===== config.mk =====
export PLATFORM = sky130hd
export DESIGN_NAME = alu_issue_unit
export DESIGN_NICKNAME = d
export VERILOG_FILES = /design/src/rtl/alu_issue_unit.sv
export SDC_FILE = /design/constraint.sdc
export NUM_CORES = 1
export LEC_CHECK = 0
export ABC_AREA = 1
export BUFFER_PORTS_ARGS = -buffer_cell sky130_fd_sc_hd__clkbuf_2
export CAP_MARGIN = 20
export CELL_PAD_IN_SITES_DETAIL_PLACEMENT = 1
export CELL_PAD_IN_SITES_GLOBAL_PLACEMENT = 2
export CORE_MARGIN = 2
export CORE_UTILIZATION = 22
export DETAILED_ROUTE_END_ITERATION = 8
export PLACE_DENSITY_LB_ADDON = 0.2
export SLEW_MARGIN = 40
export SYNTH_ARGS = -nofsm -noshare
export SYNTH_HDL_FRONTEND = slang
export SYNTH_SLANG_ARGS = --single-unit

===== constraint.sdc =====
create_clock -name clk -period 1.4 [get_ports clk]
set_input_delay 0.35 -clock clk [delete_from_list [all_inputs] [get_ports clk]]
set_output_delay 0.35 -clock clk [all_outputs]
set_load 0.005 [all_outputs]

===== src/rtl/alu_issue_unit.sv =====
// Issue stage for a single-cycle external ALU: decodes one RV32I ALU instruction,
// drives registered operands/select, captures the result and holds it for writeback.
module alu_issue_unit #(
    parameter int XLEN = 32
) (
    input  logic            clk,
    input  logic            rst,
    input  logic            in_valid,
    output logic            in_ready,
    input  logic [31:0]     in_instr,
    input  logic [XLEN-1:0] in_rs1,
    input  logic [XLEN-1:0] in_rs2,
    output logic [XLEN-1:0] alu_opA,
    output logic [XLEN-1:0] alu_opB,
    output logic [3:0]      alu_sel,
    input  logic [XLEN-1:0] alu_result,
    output logic            out_valid,
    input  logic            out_ready,
    output logic [4:0]      out_rd,
    output logic [XLEN-1:0] out_data,
    output logic            out_we,
    output logic            out_illegal
);

    typedef enum logic [1:0] {IDLE, EXEC, DONE} state_t;

    localparam logic [3:0] SEL_ADD  = 4'b0000;
    localparam logic [3:0] SEL_SUB  = 4'b0001;
    localparam logic [3:0] SEL_XOR  = 4'b0010;
    localparam logic [3:0] SEL_OR   = 4'b0011;
    localparam logic [3:0] SEL_AND  = 4'b0100;
    localparam logic [3:0] SEL_SLT  = 4'b0101;
    localparam logic [3:0] SEL_SLTU = 4'b0110;
    localparam logic [3:0] SEL_SLL  = 4'b0111;
    localparam logic [3:0] SEL_SRL  = 4'b1000;

    state_t state, state_next;

    logic [6:0]      opcode;
    logic [2:0]      funct3;
    logic [6:0]      funct7;
    logic [4:0]      rd;
    logic [XLEN-1:0] imm_i;
    logic [XLEN-1:0] shamt_i;
    logic [XLEN-1:0] shamt_r;
    logic            dec_legal;
    logic [3:0]      dec_sel;
    logic [XLEN-1:0] dec_opb;
    logic            accept;
    logic            unused_fields;

    assign opcode  = in_instr[6:0];
    assign funct3  = in_instr[14:12];
    assign funct7  = in_instr[31:25];
    assign rd      = in_instr[11:7];
    assign imm_i   = {{(XLEN-12){in_instr[31]}}, in_instr[31:20]};
    assign shamt_i = {{(XLEN-5){1'b0}}, in_instr[24:20]};
    assign shamt_r = {{(XLEN-5){1'b0}}, in_rs2[4:0]};

    // rs1 is supplied already read, so the rs1 index field is not needed here
    assign unused_fields = ^in_instr[19:15];

    assign in_ready  = (state == IDLE);
    assign out_valid = (state == DONE);
    assign accept    = in_valid && (state == IDLE);

    // Instruction decode into ALU select and operand B
    always_comb begin
        dec_legal = 1'b0;
        dec_sel   = SEL_ADD;
        dec_opb   = '0;
        case (opcode)
            7'b0110011: begin
                dec_opb = in_rs2;
                if (funct7 == 7'b0000000) begin
                    dec_legal = 1'b1;
                    case (funct3)
                        3'b000: dec_sel = SEL_ADD;
                        3'b100: dec_sel = SEL_XOR;
                        3'b110: dec_sel = SEL_OR;
                        3'b111: dec_sel = SEL_AND;
                        3'b010: dec_sel = SEL_SLT;
                        3'b011: dec_sel = SEL_SLTU;
                        3'b001: begin dec_sel = SEL_SLL; dec_opb = shamt_r; end
                        3'b101: begin dec_sel = SEL_SRL; dec_opb = shamt_r; end
                    endcase
                end else if (funct7 == 7'b0100000 && funct3 == 3'b000) begin
                    dec_legal = 1'b1;
                    dec_sel   = SEL_SUB;
                end
            end
            7'b0010011: begin
                dec_legal = 1'b1;
                dec_opb   = imm_i;
                case (funct3)
                    3'b000: dec_sel = SEL_ADD;
                    3'b100: dec_sel = SEL_XOR;
                    3'b110: dec_sel = SEL_OR;
                    3'b111: dec_sel = SEL_AND;
                    3'b010: dec_sel = SEL_SLT;
                    3'b011: dec_sel = SEL_SLTU;
                    3'b001: begin
                        dec_sel   = SEL_SLL;
                        dec_opb   = shamt_i;
                        dec_legal = (funct7 == 7'b0000000);
                    end
                    3'b101: begin
                        dec_sel   = SEL_SRL;
                        dec_opb   = shamt_i;
                        dec_legal = (funct7 == 7'b0000000);
                    end
                endcase
            end
            default: ;
        endcase
    end

    always_ff @(posedge clk) begin
        if (rst) state <= IDLE;
        else     state <= state_next;
    end

    // Illegal instructions skip EXEC since there is no result to capture
    always_comb begin
        state_next = state;
        case (state)
            IDLE:    if (in_valid) state_next = dec_legal ? EXEC : DONE;
            EXEC:    state_next = DONE;
            DONE:    if (out_ready) state_next = IDLE;
            default: state_next = IDLE;
        endcase
    end

    always_ff @(posedge clk) begin
        if (rst) begin
            alu_opA     <= '0;
            alu_opB     <= '0;
            alu_sel     <= '0;
            out_rd      <= '0;
            out_data    <= '0;
            out_we      <= 1'b0;
            out_illegal <= 1'b0;
        end else if (accept) begin
            out_rd      <= rd;
            out_data    <= '0;
            out_we      <= dec_legal && (rd != 5'd0);
            out_illegal <= ~dec_legal;
            // An illegal op leaves the previous ALU operands untouched
            if (dec_legal) begin
                alu_opA <= in_rs1;
                alu_opB <= dec_opb;
                alu_sel <= dec_sel;
            end
        end else if (state == EXEC) begin
            out_data <= alu_result;
        end
    end

endmodule

==> qor.txt, run 1 <==
Status = finished clean
Netlist Area Pre-Place = 4900 um^2
Kind of end point of the critical path = output port
Register area share after synthesis = 0.446
Synth cell types = 24
Via count = 5,559
Syn Area/Cell = 7.62 um^2
Clk sinks = 109
Die Span Y = 153 um
Crit share post-route = 0.997
Crit path required time = 1.05 ns
Yosys reg bits = 109
Antenna violation net count after detailed routing = 0
Post-Synthesis Cells = 643
Final setup margin = 0.00472 ns
Share of layout cells above drive strength 1 = 0.450
FF-to-FF path depth = 7
Root buffer selected by CTS = clkbuf_16
Net Sw Frac = 0.250
# setup viols final = 0
Nets = 1,031
Setup TNS = 0 ns
Clock buffer count from CTS = 9
Synthesis-to-layout area growth = 55.1%
Worst Hold Class = input pin to register
Die width = 153 um
Syn_nets = 775
Num rows = 54
CTS H-tree depth = 3
Ports = 241
Largest net degree at the start of global routing = 53
Max VDD drop = 0.426 mV
Max-cap viol count = 0
Clk_lat worst skew = 0.36 ns
Hold path depth = 3
Clk network pwr share = 0.433
Wire length per cell = 16.7 um
Leakage Power = 0.00369 uW
NetSw = 1660 uW
Vias in the first global route = 5,647
Crit-path cells = buf_12, nor2_4, buf_6
Relative slew margins = 0.805
Fill count = 2,640
Routability cong. = 0.757
Most frequent cells in the layout = 233 x clkbuf_2, 154 x nand2_1, 107 x dfxtp_1, 71 x nand3_1, 66 x nand4_1
Comb pwr share = 0.098
Cell-internal power = 5000 uW
Fin util = 0.348
Dpl ws = -0.375 ns
Global-route wire length before repair = 30,300 um
Via density = 4.70
Setup Skew = 0.00966 ns
Core Area = 21,800 um^2
CP Class = register to output port
Crit path DAT = 1.05 ns
Worst Tran Pin Value = 0.292 ns
Worst setup SP type = register
Crit-path slowest cell = dfxtp_4
Hold Buf Count CTS = 0
Die area = 23,500 um^2
Initial antenna violation count = 0
Fin. Hold Viols = 0
CTS tree = built
Total wire length = 19,800 um
CP max stage delay = 0.36 ns
Max Root-Sink Buffers = 2
Fin crit period = 1.40 ns
Synth warnings = 0
Dpl hpwl = 14,200 um
Worst-path maximum fanout = 3
Initial drt markers = 197
RSZ-0062 raised after global routing = yes
TritonRoute pass-1 iters = 4
Post-route DRC = 0
Total track usage = 0.159
Max-slew violations = 0
IO Port Bufs = 235
Power, Total = 6660 uW
Power per cell area = 877 nW/um^2
Part of the power in registers = 0.469
# diodes = 0
Max Fclk = 0.717 GHz
Grt ovf = 0
Clock slew at reported path FFs = 0.08 ns
Starting Density = 0.224
Leading cell type in the layout, fill and taps excluded = clkbuf_2
-- cells by family after synthesis --
family,after synthesis,share of synthesized area
AO/OA/AOI/OAI,57,0.0588
flip-flops,109,0.446
XOR/XNOR,1,0.00179
buffers and inverters,82,0.0856
AND/OR/NAND/NOR,394,0.408
-- cell type report --
cell class | instances | area (um^2) | share of cell area
clock buffers | 9 | 225 | 0.0296
clock inverters | 7 | 108 | 0.0142
inverters | 23 | 98.8 | 0.0130
multi-input cells | 453 | 2550 | 0.335
flip-flops and latches | 109 | 2190 | 0.288
well taps | 280 | 350 | 0.0461
repair buffers | 303 | 2080 | 0.274
-- critical path, delay by kind of cell, from the launching register on --
kind / cells / cell delay [ns]
DFF: 1 / 0.36
buffers and inverters: 2 / 0.22
and+or+nand+nor: 1 / 0.11
-- per-stage QoR --
stage	hold WS, ns	cells	area (um^2)
after global placement	0.446	1150	6720
final	0.225	1184	7600
after floorplan	0.419	643	4980
after detailed placement	0.452	1150	6720
after global routing	0.219	1184	7600
after CTS	0.209	1169	7140
-- routing by layer --
metal  wire length, um  up-vias  GRT usage
li1                  -     2716          -
met3              1130       16     0.0335
met4               281        0     0.0507
met5                 0        -          0
met2             10000      157      0.277
met1              8400     2670      0.197
-- power groups by stage --
stage          Sequential [uW]  Combinational (uW)  Clock (uW)
2_1_floorplan             3200                 234           0
3_3_place_gp              3200                 600           0
3_5_place_dp              3200                 616           0
4_1_cts                   3130                 629        3010
5_1_grt                   3130                 717        3130
6_report                  3120                 652        2880
-- sequential cells by signal, summed over array words and instances (netlist names) --
signal       cells
alu_opA         32
out_illegal      1
alu_sel          4
alu_opB         32
state            2
out_we           1
out_rd           5
out_data        32
-- timing repair --
item	4_1_cts	5_1_grt
setup buffers	2	5
gates resized for setup	12	44
pin swaps	1	13
setup endpoints to repair	2	73
gates cloned	1	10
-- cells in the mapped netlist --
cell type / instances / area, um^2
nor2_1: 25 / 93.8
dfxtp_1: 109 / 2180
nand2_4: 1 / 11.3
xnor2_1: 1 / 8.76
nand2_2: 2 / 12.5
a21oi_1: 49 / 245
o21ai_0: 7 / 35.0
buf_2: 17 / 85.1
buf_4: 6 / 45.0
a21boi_0: 1 / 7.51
buf_6: 9 / 101
buf_1: 8 / 30.0
nand2_1: 159 / 597
nand4_1: 66 / 413
inv_1: 21 / 78.8
inv_2: 1 / 3.75
nor3b_2: 1 / 12.5
nand3_2: 30 / 300
clkbuf_1: 19 / 71.3
nor3_1: 5 / 25.0
nor2_4: 1 / 11.3
nand3_1: 102 / 510
clkinv_1: 1 / 3.75
nor2_2: 2 / 12.5
-- worst paths after layout --
check,start,end,slack [ns]
max reg2reg,state[0],state[1],0.15
min reg2reg,alu_opA[15],alu_opA[15],0.46
min,in_rs1[17],alu_opA[17],0.22
max,state[0],out_valid,0.005
Note: power is estimated with default switching activity, not from simulation.
==> inputs of run 2 (changes only) <==
--- a/config.mk
+++ b/config.mk
@@ -6,14 +6,15 @@
 export NUM_CORES = 1
 export LEC_CHECK = 0
 export ABC_AREA = 1
-export BUFFER_PORTS_ARGS = -buffer_cell sky130_fd_sc_hd__clkbuf_2
+export BUFFER_PORTS_ARGS = -buffer_cell sky130_fd_sc_hd__buf_4
 export CAP_MARGIN = 20
 export CELL_PAD_IN_SITES_DETAIL_PLACEMENT = 1
 export CELL_PAD_IN_SITES_GLOBAL_PLACEMENT = 2
 export CORE_MARGIN = 2
-export CORE_UTILIZATION = 22
+export CORE_UTILIZATION = 24
 export DETAILED_ROUTE_END_ITERATION = 8
 export PLACE_DENSITY_LB_ADDON = 0.2
+export RECOVER_POWER = 25
 export SLEW_MARGIN = 40
 export SYNTH_ARGS = -nofsm -noshare
 export SYNTH_HDL_FRONTEND = slang
==> constraint.sdc (replaced) <==
create_clock -name clk -period 1.3 [get_ports clk]
set_input_delay 0.325 -clock clk [delete_from_list [all_inputs] [get_ports clk]]
set_output_delay 0.325 -clock clk [all_outputs]
set_load 0.005 [all_outputs]
==> qor.txt, run 2 (synthesized netlist as in run 1, its figures left out) <==
Status = finished, violations left
Failing checks = setup timing
Hold Buf Count CTS = 0
Worst-path maximum fanout = 3
Root buffer selected by CTS = clkbuf_16
Clk_lat worst skew = 0.35 ns
# placed instances = 1,138
Gr busiest metal = met2
Max Root-Sink Buffers = 2
Vias in the first global route = 5,739
Kind of end point of the critical path = output port
Worst Hold Slack = 0.163 ns
RSZ-0062 raised after global routing = yes
Max VDD drop = 0.650 mV
Total track usage = 0.173
Via count = 5,673
Share of layout cells above drive strength 1 = 0.467
CP max stage delay = 0.36 ns
Leading cell type in the layout, fill and taps excluded = buf_4
Worst path most repeated cell = buf_4
Nets = 1,047
Met1 Usage GRT = 0.201
Synthesis-to-layout area growth = 73.9%
Biggest regs = alu_opA (32), alu_opB (32), out_data (32)
Met2 usage = 0.310
Crit share post-route = 1.06
Antenna violation net count after detailed routing = 0
Post-route DRC = 0
Max-slew violations = 0
Final non-filler cell total = 1,190
Starting Density = 0.244
Initial drt markers = 130
Fin crit period = 1.37 ns
Core Area = 20,100 um^2
Dpl hpwl = 14,000 um
TritonRoute pass-1 iters = 4
Total wire length = 20,900 um
Fin. Hold Viols = 0
Global-route wire length before repair = 29,900 um
CP Class = register to output port
Leakage Power = 0.00397 uW
Max-cap viol count = 0
Worst Hold Class = input pin to register
Largest net degree at the start of global routing = 34
Initial antenna violation count = 2
Wire length per cell = 17.5 um
Die area = 21,600 um^2
Setup Skew = 0.00366 ns
Die Span Y = 147 um
Via density = 4.77
Setup TNS = -0.380 ns
Ports = 241
Worst Tran Pin Value = 0.323 ns
# setup viols final = 20
Fin util = 0.424
Most frequent cells in the layout = 234 x buf_4, 147 x nand2_1, 107 x dfxtp_1, 74 x nand3_1, 66 x nand4_1
Clock buffer count from CTS = 9
Grt ovf = 0
Fill count = 2,355
Relative slew margins = 0.783
Routability cong. = 0.799
Worst setup SP type = register
Num rows = 52
Grt met3 use = 0.0404
IO Port Bufs = 235
Final setup margin = -0.0731 ns
Die width = 147 um
Crit-path slowest cell = dfxtp_4
CTS H-tree depth = 3
CTS tree = built
Max Fclk = 0.728 GHz
Power, Total = 7250 uW
Crit-path cells = nor2_2, buf_4, buf_4
Clock slew at reported path FFs = 0.07 ns
Crit path required time = 0.98 ns
Clk sinks = 109
Power per cell area = 851 nW/um^2
Crit path DAT = 1.05 ns
[run 2: cell types whose count changed in the layout (fill, tap and decap cells not counted), moves of 5 or more]
cell	before	now
buf_4	39	234
nor2_4	4	11
nand2_1	154	147
clkbuf_1	0	8
clkbuf_2	233	0
a21oi_1	49	44
buf_6	6	17
clkbuf_4	0	27
[run 2: through the flow]
step / setup WS, ns / instance area [um^2]
after floorplan: -0.135 / 5000
final: -0.0731 / 8510
after detailed placement: -0.451 / 7250
after CTS: -0.110 / 7730
after global routing: -0.127 / 8510
after global placement: -0.401 / 7250
[run 2: area by class of cell]
| class | count | area, um^2 | share of cell area |
|---|---|---|---|
| timing repair buffer | 319 | 2900 | 0.340 |
| clock inverter | 5 | 85.1 | 0.00999 |
| inverter | 23 | 106 | 0.0125 |
| clock buffer | 9 | 225 | 0.0265 |
| tap | 270 | 338 | 0.0397 |
| antenna | 2 | 5.00 | 0.000588 |
| sequential | 109 | 2190 | 0.257 |
| multi-input combinational | 453 | 2670 | 0.314 |
[run 2: critical path, delay by kind of cell (launching register included)]
family,cells,cell delay (ns)
flip-flops,1,0.36
buffers and inverters,2,0.22
AND/OR/NAND/NOR,1,0.12
[run 2: worst paths after layout]
| path | from | endpoint | slack, ns | cells past startpoint |
|---|---|---|---|---|
| worst max-delay path | state[0] | in_ready | -0.07 | 3 |
| worst min-delay path | rst | state[1] | 0.16 | 2 |
| worst max register to register | state[0] | alu_sel[3] | 0 | 7 |
| worst min register to register | alu_opA[6] | alu_opA[6] | 0.46 | 2 |
[run 2: routing by layer]
metal | wire [um] | share of wire | vias up
met1 | 8690 | 0.42 | 2754
met5 | 0 | 0 | -
met4 | 363 | 0.017 | 0
met3 | 1170 | 0.056 | 19
li1 | - | - | 2745
met2 | 10600 | 0.51 | 155
[run 2: where the power goes]
group | switching, uW | total [uW] | internal [uW] | leakage, uW
Sequential | 11.6 | 3370 | 3350 | 0.000880
Clock | 1280 | 2960 | 1680 | 0.000148
Combinational | 438 | 917 | 479 | 0.00294
[run 2: what timing repair did]
item / 4_1_cts / 5_1_grt
setup buffers: 4 / 16
pin swaps: 2 / 27
gates cloned: 3 / 14
setup endpoints to repair: 88 / 109
resized for setup: 17 / 98
